`src/rtl/ras_ckpt_pkg.sv`:
```
`default_nettype none
// +--------------------------------------------------------------------------+
// | ras_ckpt_pkg                                                             |
// | Shared constants, the operation enum and helpers for the return stack.   |
// | Revision: 1.0                                                            |
// +--------------------------------------------------------------------------+
package ras_ckpt_pkg;

    localparam int          RAS_DEFAULT_DEPTH  = 16;
    localparam int          RAS_DEFAULT_ADDR_W = 32;
    // Fetch falls back to this PC when a return is predicted on an empty stack.
    localparam logic [31:0] RAS_RESET_PC       = 32'h1C00_0000;

    typedef enum logic [2:0] {
        RAS_OP_IDLE     = 3'd0,
        RAS_OP_POP      = 3'd1,
        RAS_OP_PUSH     = 3'd2,
        RAS_OP_PUSH_POP = 3'd3,
        RAS_OP_RECOVER  = 3'd4
    } ras_op_e;

    // Checkpoint bundle is packed as {ckpt_top, ckpt_count, ckpt_ptr}.
    function automatic int ras_ckpt_bundle_w(input int depth, input int addr_w);
        return $clog2(depth) + ($clog2(depth) + 1) + addr_w;
    endfunction

    function automatic ras_op_e ras_decode_op(input logic push, input logic pop,
                                              input logic recover);
        if (recover)          return RAS_OP_RECOVER;
        else if (push && pop) return RAS_OP_PUSH_POP;
        else if (push)        return RAS_OP_PUSH;
        else if (pop)         return RAS_OP_POP;
        else                  return RAS_OP_IDLE;
    endfunction

endpackage
`default_nettype wire

```
`src/rtl/ras_ckpt_if.sv`:
```
`default_nettype none
// +--------------------------------------------------------------------------+
// | ras_ckpt_if                                                              |
// | Predictor-side push/pop, checkpoint and recover bundle of the RAS.       |
// | Revision: 1.0                                                            |
// +--------------------------------------------------------------------------+
interface ras_ckpt_if
    import ras_ckpt_pkg::*;
#(
    parameter int DEPTH  = RAS_DEFAULT_DEPTH,
    parameter int ADDR_W = RAS_DEFAULT_ADDR_W
);
    localparam int PTR_W = $clog2(DEPTH);

    logic              push;
    logic              pop;
    logic [ADDR_W-1:0] push_addr;
    logic [ADDR_W-1:0] top_addr;
    logic              top_valid;
    logic [PTR_W-1:0]  ckpt_ptr;
    logic [PTR_W:0]    ckpt_count;
    logic [ADDR_W-1:0] ckpt_top;
    logic              recover;
    logic [PTR_W-1:0]  recover_ptr;
    logic [PTR_W:0]    recover_count;
    logic [ADDR_W-1:0] recover_top;
    logic              overflow;

    modport master (
        output push, pop, push_addr, recover, recover_ptr, recover_count, recover_top,
        input  top_addr, top_valid, ckpt_ptr, ckpt_count, ckpt_top, overflow
    );

    modport slave (
        input  push, pop, push_addr, recover, recover_ptr, recover_count, recover_top,
        output top_addr, top_valid, ckpt_ptr, ckpt_count, ckpt_top, overflow
    );

endinterface
`default_nettype wire

```
`src/rtl/ras_ckpt_ptr_ctrl.sv`:
```
`default_nettype none
// +--------------------------------------------------------------------------+
// | ras_ptr_ctrl                                                             |
// | Priority encode plus pointer/count/overflow next-state and write select. |
// | Revision: 1.0                                                            |
// +--------------------------------------------------------------------------+
module ras_ptr_ctrl
    import ras_ckpt_pkg::*;
#(
    parameter  int DEPTH = RAS_DEFAULT_DEPTH,
    localparam int PTR_W = $clog2(DEPTH),
    localparam int CNT_W = PTR_W + 1
) (
    input  wire logic             push,
    input  wire logic             pop,
    input  wire logic             recover,
    input  wire logic [PTR_W-1:0] recover_ptr,
    input  wire logic [CNT_W-1:0] recover_count,
    input  wire logic [PTR_W-1:0] ptr_q,
    input  wire logic [CNT_W-1:0] count_q,
    input  wire logic             overflow_q,
    output      logic [PTR_W-1:0] ptr_d,
    output      logic [CNT_W-1:0] count_d,
    output      logic             overflow_d,
    output      logic             wr_en,
    output      logic [PTR_W-1:0] wr_idx
);
    localparam logic [CNT_W-1:0] C_FULL = CNT_W'(DEPTH);

    ras_op_e op;

    always_comb begin
        op         = ras_decode_op(push, pop, recover);
        ptr_d      = ptr_q;
        count_d    = count_q;
        overflow_d = overflow_q;
        wr_en      = 1'b0;
        wr_idx     = ptr_q;
        case (op)
            RAS_OP_RECOVER: begin
                ptr_d      = recover_ptr;
                // Illegal occupancy from a corrupted checkpoint is clamped.
                count_d    = (recover_count > C_FULL) ? C_FULL : recover_count;
                overflow_d = 1'b0;
                wr_en      = 1'b1;
                wr_idx     = recover_ptr;
            end
            RAS_OP_PUSH_POP: begin
                wr_en = 1'b1;
                if (count_q == '0) count_d = CNT_W'(1);
            end
            RAS_OP_PUSH: begin
                ptr_d  = ptr_q + PTR_W'(1);
                wr_en  = 1'b1;
                wr_idx = ptr_q + PTR_W'(1);
                if (count_q == C_FULL) overflow_d = 1'b1;
                else                   count_d    = count_q + CNT_W'(1);
            end
            RAS_OP_POP: begin
                if (count_q != '0) begin
                    ptr_d   = ptr_q - PTR_W'(1);
                    count_d = count_q - CNT_W'(1);
                end
            end
            default: ;
        endcase
    end

endmodule
`default_nettype wire

```
`src/rtl/ras_ckpt.sv`:
```
`default_nettype none
// +--------------------------------------------------------------------------+
// | ras_ckpt                                                                 |
// | Circular return address stack with wrap-on-overflow and checkpointing.  |
// | Revision: 1.0                                                            |
// +--------------------------------------------------------------------------+
module ras_ckpt
    import ras_ckpt_pkg::*;
#(
    parameter  int DEPTH  = RAS_DEFAULT_DEPTH,
    parameter  int ADDR_W = RAS_DEFAULT_ADDR_W,
    localparam int PTR_W  = $clog2(DEPTH)
) (
    input  wire logic clk,
    input  wire logic rst_n,
    ras_ckpt_if.slave bus
);
    logic [ADDR_W-1:0] stack_q [DEPTH];
    logic [ADDR_W-1:0] stack_d [DEPTH];
    logic [PTR_W-1:0]  ptr_q, ptr_d;
    logic [PTR_W:0]    count_q, count_d;
    logic              overflow_q, overflow_d;
    logic              wr_en;
    logic [PTR_W-1:0]  wr_idx;
    logic [ADDR_W-1:0] wr_data;

    ras_ptr_ctrl #(.DEPTH(DEPTH)) u_ptr_ctrl (
        .push          (bus.push),
        .pop           (bus.pop),
        .recover       (bus.recover),
        .recover_ptr   (bus.recover_ptr),
        .recover_count (bus.recover_count),
        .ptr_q         (ptr_q),
        .count_q       (count_q),
        .overflow_q    (overflow_q),
        .ptr_d         (ptr_d),
        .count_d       (count_d),
        .overflow_d    (overflow_d),
        .wr_en         (wr_en),
        .wr_idx        (wr_idx)
    );

    always_comb begin
        wr_data = bus.recover ? bus.recover_top : bus.push_addr;
        stack_d = stack_q;
        if (wr_en) stack_d[wr_idx] = wr_data;
    end

    always_ff @(posedge clk or negedge rst_n) begin
        if (!rst_n) begin
            ptr_q      <= '0;
            count_q    <= '0;
            overflow_q <= 1'b0;
            for (int i = 0; i < DEPTH; i++) stack_q[i] <= '0;
        end else begin
            ptr_q      <= ptr_d;
            count_q    <= count_d;
            overflow_q <= overflow_d;
            stack_q    <= stack_d;
        end
    end

    // Stale entries are never cleared, so an empty stack must mask the read.
    always_comb begin
        bus.top_valid  = (count_q != '0);
        bus.top_addr   = bus.top_valid ? stack_q[ptr_q] : '0;
        bus.ckpt_ptr   = ptr_q;
        bus.ckpt_count = count_q;
        bus.ckpt_top   = stack_q[ptr_q];
        bus.overflow   = overflow_q;
    end

endmodule
`default_nettype wire

```
`src/flat_wrapper.sv`:
```
// flat-port wrapper written by rule: the top's interface ports become plain ports
module ras_ckpt_flat import ras_ckpt_pkg::*;
#(
    parameter  int DEPTH  = RAS_DEFAULT_DEPTH,
    parameter  int ADDR_W = RAS_DEFAULT_ADDR_W,
    localparam int PTR_W  = $clog2(DEPTH)
)
  (clk, rst_n, bus_push, bus_pop, bus_push_addr, bus_recover, bus_recover_ptr, bus_recover_count, bus_recover_top, bus_top_addr, bus_top_valid, bus_ckpt_ptr, bus_ckpt_count, bus_ckpt_top, bus_overflow);
  ras_ckpt_if #(.DEPTH(DEPTH), .ADDR_W(ADDR_W)) bus_i ();
  input  wire logic clk;
  input  wire logic rst_n;
  input wire logic [$bits(bus_i.push)-1:0] bus_push;
  input wire logic [$bits(bus_i.pop)-1:0] bus_pop;
  input wire logic [$bits(bus_i.push_addr)-1:0] bus_push_addr;
  input wire logic [$bits(bus_i.recover)-1:0] bus_recover;
  input wire logic [$bits(bus_i.recover_ptr)-1:0] bus_recover_ptr;
  input wire logic [$bits(bus_i.recover_count)-1:0] bus_recover_count;
  input wire logic [$bits(bus_i.recover_top)-1:0] bus_recover_top;
  output wire logic [$bits(bus_i.top_addr)-1:0] bus_top_addr;
  output wire logic [$bits(bus_i.top_valid)-1:0] bus_top_valid;
  output wire logic [$bits(bus_i.ckpt_ptr)-1:0] bus_ckpt_ptr;
  output wire logic [$bits(bus_i.ckpt_count)-1:0] bus_ckpt_count;
  output wire logic [$bits(bus_i.ckpt_top)-1:0] bus_ckpt_top;
  output wire logic [$bits(bus_i.overflow)-1:0] bus_overflow;
  assign bus_i.push = bus_push;
  assign bus_i.pop = bus_pop;
  assign bus_i.push_addr = bus_push_addr;
  assign bus_i.recover = bus_recover;
  assign bus_i.recover_ptr = bus_recover_ptr;
  assign bus_i.recover_count = bus_recover_count;
  assign bus_i.recover_top = bus_recover_top;
  assign bus_top_addr = bus_i.top_addr;
  assign bus_top_valid = bus_i.top_valid;
  assign bus_ckpt_ptr = bus_i.ckpt_ptr;
  assign bus_ckpt_count = bus_i.ckpt_count;
  assign bus_ckpt_top = bus_i.ckpt_top;
  assign bus_overflow = bus_i.overflow;
  ras_ckpt #(.DEPTH(DEPTH), .ADDR_W(ADDR_W)) u_core (.clk(clk), .rst_n(rst_n), .bus(bus_i));
endmodule
```
`config.mk`:
```
export PLATFORM = sky130hd
export DESIGN_NAME = ras_ckpt_flat
export DESIGN_NICKNAME = d
export VERILOG_FILES = /design/src/rtl/ras_ckpt_pkg.sv /design/src/rtl/ras_ckpt_if.sv /design/src/rtl/ras_ckpt_ptr_ctrl.sv /design/src/rtl/ras_ckpt.sv /design/src/flat_wrapper.sv
export SDC_FILE = /design/constraint.sdc
export NUM_CORES = 1
export LEC_CHECK = 0
export ABC_AREA = 1
export ABC_CLOCK_PERIOD_IN_PS = 3490
export CAP_MARGIN = 5
export CORE_UTILIZATION = 51
export DETAILED_ROUTE_END_ITERATION = 7
export PLACE_DENSITY_LB_ADDON = 0.05
export SKIP_CTS_REPAIR_TIMING = 1
export SYNTH_ARGS = -nofsm -noshare
export SYNTH_HDL_FRONTEND = slang
export SYNTH_SLANG_ARGS = --single-unit
```
`constraint.sdc`:
```
create_clock -name clk -period 3.49 [get_ports clk]
set_input_delay 0.698 -clock clk [delete_from_list [all_inputs] [get_ports clk]]
set_output_delay 0.698 -clock clk [all_outputs]
set_load 0.005 [all_outputs]
```
# Word-level counts from Yosys, hierarchy flattened
# Cells that the tools add are included.
[totals]
wordCells = 72
inputBits = 78
output_inout_bits = 75
ff_bits = 522
[classes]
muxes = 23
magnitude_cmp = 4
n_bitwise = 2
reduce_logical = 11
eq_ne = 9
add_sub_neg = 4
[op_table]
columns = ["operator", "count"]
rows = [
  ["bitwise mux 512 bit", 1],
  ["2-to-1 mux 32 bit", 5],
  ["binary-select mux 32 bit (select 4 bit)", 1],
  ["demux 32 bit (select 4 bit)", 1],
  ["2-to-1 mux 5 bit", 4],
  ["case mux 5 bit (4 select lines)", 1],
  ["case mux 4 bit (3 select lines)", 1],
  [">= comparator 5 bit, second input constant", 2],
  ["NOT 4 -> 5 bit", 2],
  ["inequality test 2 bit, second input constant", 4],
  ["case mux 4 bit (2 select lines)", 1],
  ["equality test 3 x 2 -> 1 bit, second input constant", 2],
  ["adder 5 x 1 -> 5 bit, second input constant", 1],
  ["equality test 5 bit, second input constant", 1],
  ["greater-than comparator 5 bit, second input constant", 1],
  ["zero test 5 bit", 1],
  ["< comparator 5 x 1 -> 1 bit, second input constant", 1],
  ["nonzero test 5 bit", 1],
  ["subtractor 5 x 1 -> 5 bit, second input constant", 1],
  ["adder 4 x 1 -> 4 bit, second input constant", 1],
  ["2-to-1 mux 2 bit", 2],
  ["2-to-1 mux 4 bit", 1],
  ["AND reduction 2 bit", 2],
  ["AND reduction 4 bit", 1],
  ["11 further kinds", 14],
]

# Longest topological paths before layout
[depth]
depth_word = 12
ltp_mapped = 14

# Modules after synthesis
# Synthesis repeated with hierarchy kept, for this count alone.
[hier_totals]
hier_cells = 3526
area_unflattened_um2 = 26391.6
[by_module_without_submodules]
columns = ["module", "seq_area_each_um2", "area_each_um2", "n_inst", "cells_per_inst"]
rows = [
  ["ras_ckpt", 13062.5, 25640.8, 1, 3391],
  ["ras_ptr_ctrl", 0.0, 750.7, 1, 135],
]

# Worst setup path after synthesis
# Ideal clock, no wire load.
[synth_timing]
path_type = "register to register"
start = "reg u_core.ptr_q[1] (netlist: u_core.bus.ckpt_ptr[1])"
end = "reg u_core.stack_q[352] (netlist bit)"
stages_incl_launch_ff = 13
slack_ns = 0.964
t_arrival_ns = 2.460
path_cell_list = "dfrtp_1 -> clkbuf_1 -> clkinv_1 -> clkbuf_1 -> clkbuf_1 -> ha_1 -> nand3_1 -> nand3_1 -> nor2_2 -> buf_2 -> buf_2 -> nand4_1 -> nand2_1"
[synth_between]
elab_chain_len = 8
word_cells_on_any_way = 9
[synth_rtl]
columns = ["item", "line", "rtl"]
rows = [
  ["start, declared", "ras_ckpt.sv:20", "logic [PTR_W-1:0] ptr_q, ptr_d;"],
  ["start signal, assigned", "ras_ckpt.sv:56", "ptr_q <= ptr_d;"],
  ["adder 4 x 1 -> 4 bit", "ras_ckpt_ptr_ctrl.sv:55", "wr_idx = ptr_q + PTR_W'(1);"],
  ["case mux 4 bit (2 select lines) *", "ras_ckpt_ptr_ctrl.sv:39", "case (op)"],
  ["NOT 4 -> 5 bit (implied by the code) *", "ras_ckpt.sv:46", "if (wr_en) stack_d[wr_idx] = wr_data;"],
  [">= comparator 5 bit (implied by the code) / < comparator 5 x 1 -> 1 bit (equally long branches)", "ras_ckpt.sv:46", ""],
  ["logical AND 1 bit (implied by the code)", "ras_ckpt.sv:46", ""],
  ["2-to-1 mux 32 bit (implied by the code)", "ras_ckpt.sv:46", ""],
  ["demux 32 bit (select 4 bit) *", "ras_ckpt.sv:46", ""],
  ["bitwise mux 512 bit *", "ras_ckpt.sv:46", ""],
  ["end signal, assigned", "ras_ckpt.sv:59", "stack_q <= stack_d;"],
  ["end, declared", "ras_ckpt.sv:18", "logic [ADDR_W-1:0] stack_q [DEPTH];"],
]
# Every way passes the cells marked *; elsewhere a longest branch is shown, timed or not.
# A chain may end at the register's enable or synchronous reset.

# Final worst setup path
[layout_timing]
start = "reg u_core.ptr_q[0] (netlist: u_core.bus.ckpt_ptr[0])"
end = "out bus_top_addr[4]"
[layout_between]
elab_chain_len = 5
[layout_rtl]
columns = ["item", "line", "rtl"]
rows = [
  ["NOT 4 -> 5 bit (implied by the code)", "ras_ckpt.sv:66", "bus.top_addr = bus.top_valid ? stack_q[ptr_q] : '0;"],
  ["binary-select mux 32 bit (select 4 bit)", "ras_ckpt.sv:66", ""],
  ["2-to-1 mux 32 bit (implied by the code) (2 in series)", "ras_ckpt.sv:66", ""],
  ["2-to-1 mux 32 bit", "ras_ckpt.sv:66", ""],
  ["end, declared", "flat_wrapper.sv:19", "output wire logic [$bits(bus_i.top_addr)-1:0] bus_top_addr;"],
]
# Every way passes these cells. The select of a mux whose other input is x is not followed.

==> reports/results.tsv <==
stage	metric	value	unit
sta	top achievable clock speed	278	MHz
detailed_routing	drt first pass iters	6	
pwr	leakage dissipation	16.8	nW
final_layout	most common cell after layout, fill and taps aside	nand2_1	
worst_setup_path	worst path arrival time	2.90	ns
yosys	top cell type's share of synthesized area	48.6	%
final_layout	share of layout cells above drive strength 1	10.6	%
detailed_routing	met2 WL	47.7	mm
detailed_routing	met1 WL	42.3	mm
sta	unrepaired setup endpoints after global routing	yes	
pwr	pwr dens	783	mW/mm^2
global_route	pin count of the biggest net entering global routing	97	
outcome	failing checks	negative setup slack	
clocking	Root Driver	clkbuf_16	
clocking	CTS tree	yes	
yosys	Mapped Nets	3746	
outcome	outcome	finished with violations	
worst_setup_path	CP Capture Type	output port	
place	Placer Congestion	0.880	
global_route	overall routing resource usage	37.1	%
clocking	clk buf depth	3	
yosys	most common flop cell mapped by yosys	dfrtp_1	
pwr	VDD IR max	0.538	mV
sta	Worst Max-Slew Pin Slew	0.919	ns
yosys	Avg Inst Size Synth	7.35	sq um
sta	WHS	0.131	ns
yosys	Post-synth ARST share	100	%
clocking	CTS Buf Count	56	
sta	worst rel slew slack	38.6	%
place	placed cell area	0.0294	sq mm
detailed_routing	top layer in use	met4	
global_route	vias in the first global route	26000	
sta	Final Hold Fails	0	
floorplanning	Die W	232	microns
detailed_routing	DRC violations left	0	
global_route	initial antenna violation count	1	
floorplanning	total core area	0.0517	sq mm
floorplanning	Initial Utilization	52.0	%
sta	final worst-path cycle share	103	%
sta	fin crit period	3.60	ns
sta	Layout Skew	0.0162	ns
sta	Final TNS setup	-0.755	ns
min_path	type of the tightest min-delay check	primary input to async pin	
yosys	top post-synthesis cells by area	dfrtp_1, nand2_1, nand3_1	
yosys	Mapped Area	0.0269	sq mm
yosys	synthesized instance count	3662	
detailed_routing	antenna viol nets, final	0	
yosys	yosys warns	0	
yosys	#FFs+latches synth	522	
final_layout	fin nets	3816	
clocking	CTS Sinks	522	
final_layout	most frequent cells in the layout	nand2_1, dfrtp_1, nor2_1	
detailed_routing	Detailed Route WL	106	mm
run	Max Cap Viol	0	
detailed_routing	DR WL met3	11.7	mm
detailed_routing	WL/cell	23.8	microns
sta	Final Slew Violations	0	
global_route	GRT overflow	0	
detailed_routing	vias after detailed routing	27700	
worst_setup_path	CP required	2.79	ns
floorplanning	I/O Pins	153	
sta	Setup violations, final	17	
sta	Setup WS post-layout	-0.111	ns
final_layout	Area Overhead vs Synth	22.7	%
detailed_routing	routed vias/inst	6.22	
worst_setup_path	crit path kind	flip-flop to output port	
floorplanning	Site Rows	83	
yosys	Post-synth EDFFs	0	
final_layout	Antenna diodes	0	
pwr	Final Total Pwr	0.0258	W
floorplanning	Die ar.	0.0537	sq mm
clocking	htree depth	2	
detailed_routing	DRT iter0 DRCs	3940	
yosys	Seq/Total Area, Yosys	48.6	%
yosys	Yosys cell types	27	
place	dpl hpwl	58.0	mm
worst_setup_path	crit start category	flip-flop	
clocking	clock network latency to the later pin of the worst-skew pair	0.64	ns
final_layout	Final Cell Area	0.0330	sq mm
floorplanning	die height	232	microns
yosys	area leader, netlist	dfrtp_1	
clocking	clock slew at reported path FFs	0.06	ns
worst_setup_path	largest fanout on the critical path	24	
place	# port buffers	152	
global_route	global-route wire length before repair	154	mm
worst_setup_path	r2r setup slk	0.29	ns
==> kinds of logic (layout without fill, tap and decap cells) <==
family                     count (synthesis)  count (layout)  synth area share, %
adders and majority gates                  6               6                0.307
DFF                                      522             522                 48.6
and+or+nand+nor                         2416            2416                 38.3
buffers and inverters                    375             490                 5.98
AOI/OAI and AO/OA                        342             342                 6.85
xor gates and xnor gates                   1               1               0.0326
==> cells in the mapped netlist, types with 2 or more instances <==
| master | n |
|---|---|
| nand2_1 | 1235 |
| dfrtp_1 | 522 |
| nor2_1 | 471 |
| nand3_1 | 443 |
| nand4_1 | 257 |
| o21ai_0 | 251 |
| buf_2 | 158 |
| clkbuf_1 | 156 |
| o211ai_1 | 48 |
| a21oi_1 | 38 |
| inv_1 | 30 |
| buf_1 | 25 |
| ha_1 | 5 |
| nor2_2 | 5 |
| inv_2 | 4 |
| o21ai_1 | 2 |
| or2_2 | 2 |
==> cell type report <==
| class | count | area, sq um |
|---|---|---|
| tap | 680 | 851 |
| inverter | 35 | 186 |
| multi-input combinational | 2765 | 12700 |
| clock inverter | 13 | 204 |
| sequential | 522 | 13100 |
| timing repair buffer | 346 | 4140 |
| fill | 4556 | 18700 |
| clock buffer | 90 | 1740 |
| timing repair inverter | 6 | 101 |
==> path summary, 6_finish.rpt <==
path,start,depth (start not counted),end
setup reg to reg,u_core.bus.ckpt_ptr[0],14,u_core.stack_q[398]
max in group asynchronous,rst_n,2,u_core.stack_q[392]
min in group clk,u_core.stack_q[360],2,u_core.stack_q[360]
setup / recovery,u_core.bus.ckpt_ptr[0],9,bus_top_addr[4]
hold reg to reg,u_core.stack_q[360],2,u_core.stack_q[360]
hold / removal,rst_n,1,u_core.stack_q[472]
==> worst max-delay path, cell delays in order, from the launching register on <==
cell and delay (ns):
dfrtp_4 0.51, buf_12 0.17, buf_4 0.15, clkbuf_16 0.20, nand2_1 0.08, o211ai_1 0.07, nand3_1 0.15, nand3_2 0.13
a21oi_4 0.23, clkdlybuf4s50_1 0.55
==> registers in the layout, summed over array words and instances, names as in the netlist <==
register               flops
u_core.stack_q           512
u_core.bus.ckpt_count      5
u_core.bus.overflow        1
u_core.bus.ckpt_ptr        4
==> through the flow <==
| stage | setup WS [ns] | instances | utilization, % |
|---|---|---|---|
| final | -0.111 | 4457 | 63.8 |
| after global routing | -0.178 | 4457 | 63.8 |
| after floorplan | 0.964 | 3662 | - |
| after detailed placement | 0.235 | 4288 | 56.8 |
| after global placement | 0.231 | 4288 | 56.8 |
| after CTS | -0.466 | 4391 | 60.6 |
==> layer usage <==
layer | global-route usage, % | vias up
met4 | 15.5 | 0
met2 | 58.3 | 1690
li1 | - | 12200
met5 | 0 | -
met1 | 51.1 | 13500
met3 | 6.10 | 238
==> power by group <==
| group | internal, W | switching (W) | total, W |
|---|---|---|---|
| combinational | 0.00351 | 0.00556 | 0.00907 |
| clock | 0.00376 | 0.00257 | 0.00633 |
| sequential | 0.00884 | 0.00158 | 0.0104 |
Power figures use the tool's default switching activity.
